[src/rtl/call_return_stack.sv]
// Return-address stack for the CALL/RET decode path: pushes on CALL and serves the
// top entry as a same-cycle jump target on RET. Overflow, underflow and protocol errors are sticky.
module call_return_stack #(
    parameter int DEPTH      = 16,
    parameter int ADDR_WIDTH = 8,
    parameter int CNT_WIDTH  = 5
) (
    input  logic                  clk,
    input  logic                  rst,
    input  logic                  call,
    input  logic                  ret,
    input  logic [ADDR_WIDTH-1:0] return_address,
    input  logic                  clear_err,
    output logic                  pc_load,
    output logic [ADDR_WIDTH-1:0] pc_target,
    output logic [CNT_WIDTH-1:0]  depth,
    output logic                  full,
    output logic                  empty,
    output logic                  overflow,
    output logic                  underflow,
    output logic                  proto_err
);
    localparam int IDX_W = (DEPTH > 1) ? $clog2(DEPTH) : 1;

    logic [ADDR_WIDTH-1:0] mem_q [DEPTH];
    logic [CNT_WIDTH-1:0]  sp_q, sp_d;
    logic                  overflow_q, overflow_d;
    logic                  underflow_q, underflow_d;
    logic                  proto_err_q, proto_err_d;

    logic                  is_full, is_empty;
    logic                  do_push, do_pop;
    logic                  set_ovf, set_unf, set_proto;
    logic [IDX_W-1:0]      wr_idx, top_idx;

    assign is_full   = (sp_q == CNT_WIDTH'(DEPTH));
    assign is_empty  = (sp_q == '0);
    assign do_push   = call & ~ret & ~is_full;
    assign do_pop    = ret & ~call & ~is_empty;
    assign set_ovf   = call & ~ret & is_full;
    assign set_unf   = ret & ~call & is_empty;
    assign set_proto = call & ret;

    // sp never exceeds DEPTH-1 when a push is allowed, so truncation is safe.
    assign wr_idx  = IDX_W'(sp_q);
    assign top_idx = IDX_W'(sp_q - CNT_WIDTH'(1));

    always_comb begin
        sp_d = sp_q;
        if (do_push) begin
            sp_d = sp_q + CNT_WIDTH'(1);
        end else if (do_pop) begin
            sp_d = sp_q - CNT_WIDTH'(1);
        end
        // A new set condition overrides a clear in the same cycle.
        overflow_d  = (overflow_q  & ~clear_err) | set_ovf;
        underflow_d = (underflow_q & ~clear_err) | set_unf;
        proto_err_d = (proto_err_q & ~clear_err) | set_proto;
    end

    always_ff @(posedge clk) begin
        if (rst) begin
            sp_q        <= '0;
            overflow_q  <= 1'b0;
            underflow_q <= 1'b0;
            proto_err_q <= 1'b0;
        end else begin
            sp_q        <= sp_d;
            overflow_q  <= overflow_d;
            underflow_q <= underflow_d;
            proto_err_q <= proto_err_d;
        end
    end

    // Storage is not reset; entries above sp are never observed.
    always_ff @(posedge clk) begin
        if (do_push && !rst) begin
            mem_q[wr_idx] <= return_address;
        end
    end

    assign pc_load   = do_pop;
    assign pc_target = is_empty ? '0 : mem_q[top_idx];
    assign depth     = sp_q;
    assign full      = is_full;
    assign empty     = is_empty;
    assign overflow  = overflow_q;
    assign underflow = underflow_q;
    assign proto_err = proto_err_q;
endmodule

[config.mk]
export PLATFORM = sky130hd
export DESIGN_NAME = call_return_stack
export DESIGN_NICKNAME = d
export VERILOG_FILES = /design/src/rtl/call_return_stack.sv
export SDC_FILE = /design/constraint.sdc
export NUM_CORES = 1
export LEC_CHECK = 0
export CORE_MARGIN = 5
export CORE_UTILIZATION = 55
export CTS_CLUSTER_SIZE = 40
export DETAILED_ROUTE_END_ITERATION = 10
export PLACE_DENSITY = 0.85
export SYNTH_ARGS = -nofsm -noshare
export SYNTH_HDL_FRONTEND = slang
export SYNTH_SLANG_ARGS = --single-unit
[constraint.sdc]
create_clock -name clk -period 7.55 [get_ports clk]
set_input_delay 1.1325 -clock clk [delete_from_list [all_inputs] [get_ports clk]]
set_output_delay 1.1325 -clock clk [all_outputs]
set_load 0.05 [all_outputs]
# After elaboration in Yosys (flattened, before gate mapping)
# Memories as Yosys holds them, arrays and structs flattened.
# Cells that the tools add are included.
# word_totals
reg_bits,8
mem_bits_rw,128
out_inout_bits,19
mem_count,1
# classes
n_addsub,2
eq_ne,1
mux,5
bitwise_logic,18
reduce_logical,4
# memory_table
memory,words,width,read_ports,rd_ports_with_merged_regs,wr,line,source
mem_q,16,8,1,0,1,25,logic [ADDR_WIDTH-1:0] mem_q [DEPTH];
# ops
cell,count
1-bit bitwise AND,10
5-bit 2-to-1 mux,2
8-bit 2-to-1 mux,1
5-bit by 1-bit adder with 5-bit output (second input constant),1
5-bit equality test (second input constant),1
5-bit zero test,1
1-bit inverter,5
5-bit by 1-bit subtractor with 5-bit output (second input constant),1
1-bit bitwise OR,3
1-bit 2-to-1 mux,2
2-bit nonzero test,1
1-bit logical AND,1
1-bit zero test,1

# Logic depth before layout (Yosys ltp)
# depth
depth_word,6
ltp_mapped,8

# Least setup slack after synthesis
# Ideal clock, no wire load.
# synth_path
kind,register to output
from,"register sp_q[0], in the netlist depth[0]"
to,output pc_target[0]
arrival_time_ns,3.006
path_slack_ns,3.412
stages_incl_launch_ff,9
path_cell_list,dfxtp_1 buf_2 inv_1 ha_1 buf_2 clkbuf_1 mux4_2 mux2i_1 o22ai_1
# synth_via
elab_chain_cells,3
# synth_lines
element,line,source
"start, declared",26,"logic [CNT_WIDTH-1:0] sp_q, sp_d;"
"start signal, assigned",68,sp_q <= sp_d;
5-bit by 1-bit subtractor with 5-bit output,-,
memory read 16 x 8 bit,-,
8-bit 2-to-1 mux *,83,assign pc_target = is_empty ? '0 : mem_q[top_idx];
"end, declared",15,"output logic [ADDR_WIDTH-1:0] pc_target,"
# Mark *: on every way between the ends. The rest lies on a longest branch, timed or not.

# Worst setup path in the final report
# layout_path
from,"register sp_q[0], in the netlist depth[0]"
to,output pc_target[5]
# The elaborated chain is that of the path after synthesis.

==> impl_metrics.ini <==
[drt]
drtPass1Iterations = 5
drt_iter0_markers = 246
via_count = 2837
drc = 0
finalWirelength_mm = 11.2
ant_nets = 0
wire_per_inst_um = 23.6
via_per_inst = 5.99

[logic_synthesis]
yosysWarningCount = 0
synth_top_family_by_area = multiplexers
syn_area_mm2 = 0.00557
synth-xor-area-share = 0.00652
netlist_instances = 289
ys_seq_area_frac = 0.719
syn_nets = 307
synth-compound-area-share = 0.0241
ys_ff_latch = 136
ys.flop_type = edfxtp_1
yosys.area_share.adder = 0.0112
async_flop_share = 0
yosys.area_share.simple = 0.0598
synth_area_per_cell_um2 = 19.3
synth_cell_types = 37
synth_edf_count = 128
synthMuxAreaShare = 0.160

[timing]
finalMaxSlewViolations = 0
holdWs_ns = 0.469
fin_crit_ns = 5.32
fin_ws_ns = 2.23
setup_violations = 0
rsz0062_at_grt = false
finalSetupTns_ns = 0
relSlewSlack = 0.342
fin_crit_sh = 0.705
fmax_mhz = 188
tightestPinTransition_ns = 0.984
skew_ns = 0.00627
finalHoldViolations = 0

[setup_path]
path_delay_family = buffers and inverters
r2r_end = mem_q[6][7]
crit_required_ns = 6.42
critPathBufInv = 3
critPathCaptureType = output pin
worstSetupStartpointType = flop
path_max_fanout = 43
arrival_ns = 4.19
slowest_stage = ha_2
cpPeakStageDelay_ns = 0.94
rr_worst_depth = 7
crit_chain = buf_4, inv_1, ha_2, mux4_2, mux2i_1, o22ai_1, clkdlybuf4s50_1
reg2reg_from = depth[0]
r2r_slack_ns = 4.32
path_class = reg -> out

[worst_hold_path]
hp-start = proto_err
holdPathStages = 2
min_path_type = reg -> reg
worstHoldEndpoint = proto_err

[pwr]
p_sw_frac = 0.349
p_comb_frac = 0.343
intPower_mw = 1.57
power_frac_seq = 0.361
p_clk_frac = 0.296
p_leak_nw = 2.07
power_mw = 2.41
netSwitchingPower_mw = 0.842
vdd_drop_max_mv = 0.404
cellPowerDensity_mw_per_mm2 = 371

[placed_design]
port_buffers = 31
gp_congestion = 0.783
hpwl_mm = 6.56
preCtsSetupSlack_ns = 2.68
dp.cells = 443

[grt]
grt_max_degree = 44
grt_pass1_vias = 2929
grt_usage = 0.192
antenna_found_initial = 0
grt_pass1_wl_mm = 17.3
grt-ovfl-total = 0

[clocking]
cts_root_buf = clkbuf_8
cts.repair.resized = 0
cts_buffer_depth = 2
cts_tree = yes
cts_num_sinks = 136
insertion_delay_ns = 0.52
htree_levels = 4
post_cts_buffers = 0
ctsHoldBuffers = 0
clkSlewWorstSetupHoldPaths_ns = 0.06
cts_made_buffers = 17

[die]
die_h_um = 111
start_util = 0.567
ios = 32
core_area_mm2 = 0.00982
die_area_mm2 = 0.0122
die_w_um = 111
num_rows = 36

[cells_and_area]
area_growth_pct = 16.9
nFillCells = 660
antenna-diode-count = 0
drive_gt1_frac = 0.220
final_nets = 347
fin_cells = 474

[status]
status = complete, no violations

[run]
max_cap_violations = 0
layout make-up:
class                   instances  area [um^2]  area share
flip-flops and latches        136         4010       0.615
repair buffers                 36          348      0.0534
inverters                       3         11.3     0.00173
clock buffers                  18          418      0.0642
well taps                     133          166      0.0256
clock inverters                13          100      0.0154
multi-input cells             135         1460       0.224
registers in the layout, indices dropped and copies added, names as in the netlist:
register   count
depth          5
overflow       1
mem_q        128
proto_err      1
underflow      1
cells in the final DEF, fill, tap and decap left out, types with 2 or more instances in the layout:
cell type | Yosys | layout
edfxtp_1 | 128 | 128
mux4_2 | 32 | 32
clkdlybuf4s50_1 | 0 | 31
mux2i_1 | 16 | 16
nor2_1 | 16 | 16
clkbuf_16 | 0 | 16
nand2b_1 | 8 | 8
a21oi_1 | 8 | 8
o22ai_1 | 8 | 8
nor3_1 | 7 | 7
nand2_1 | 7 | 7
dfxtp_1 | 8 | 7
buf_4 | 3 | 5
o21ai_0 | 4 | 4
ha_1 | 5 | 4
inv_1 | 3 | 3
nor2b_1 | 3 | 3
inv_6 | 0 | 3
clkinvlp_4 | 0 | 3
clkinv_4 | 0 | 3
nor3_2 | 2 | 2
nor3b_1 | 2 | 2
nand3b_1 | 2 | 2
clkinv_2 | 0 | 2
kinds of logic (layout without fill, tap and decap cells):
group / count (synthesis) / in the layout
DFF: 136 / 136
and+or+nand+nor: 56 / 56
muxes: 49 / 49
AOI/OAI and AO/OA: 23 / 23
buffers and inverters: 18 / 70
adders and majority gates: 5 / 5
xor gates and xnor gates: 2 / 2
Yosys cell counts, types with 4 or more instances:
| library cell | number | area share |
|---|---|---|
| dfxtp_1 | 8 | 0.029 |
| edfxtp_1 | 128 | 0.69 |
| mux4_2 | 32 | 0.13 |
| clkbuf_1 | 4 | 0.0027 |
| nand2_1 | 7 | 0.0047 |
| nand2b_1 | 8 | 0.0090 |
| nor2_1 | 16 | 0.011 |
| nor3_1 | 7 | 0.0063 |
| o21ai_0 | 4 | 0.0036 |
| o22ai_1 | 8 | 0.0090 |
| a21oi_1 | 8 | 0.0072 |
| mux2i_1 | 16 | 0.029 |
| ha_1 | 5 | 0.011 |
tightest hold or removal path: stages, from the launching register on:
cell and delay (ns):
dfxtp_1 0.31, nand2b_1 0.06, a21oi_1 0.05
how the worst max path moves through the flow:
stage              from      endpoint  cells after the start
3_5_place_dp   depth[0]  pc_target[5]                      7
6_report       depth[0]  pc_target[5]                      7
2_1_floorplan  depth[0]  pc_target[0]                      8
5_1_grt        depth[0]  pc_target[5]                      7
4_1_cts        depth[0]  pc_target[5]                      7
3_3_place_gp   depth[0]  pc_target[5]                      7
routing by layer:
metal,part of all wire,wire [um],up-vias,track usage
met4,0.017,185,0,0.0731
met1,0.41,4540,1436,0.259
met2,0.51,5700,123,0.308
met5,0,0,-,0
met3,0.068,765,18,0.0416
li1,-,-,1260,-
stage by stage:
stage,utilization,area (um^2)
floorplan,-,5570
global placement,0.610,5990
detailed placement,0.610,5990
CTS,0.663,6510
global route,0.663,6510
finish,0.663,6510
power by group through the flow:
stage / logic (mW) / registers (mW) / clock network, mW
3_3_place_gp: 0.807 / 0.884 / 0
2_1_floorplan: 0.590 / 0.899 / 0
4_1_cts: 0.835 / 0.871 / 0.726
5_1_grt: 0.873 / 0.874 / 0.766
6_report: 0.829 / 0.871 / 0.714
3_5_place_dp: 0.828 / 0.886 / 0
Note: power is estimated with default switching activity, not from simulation.
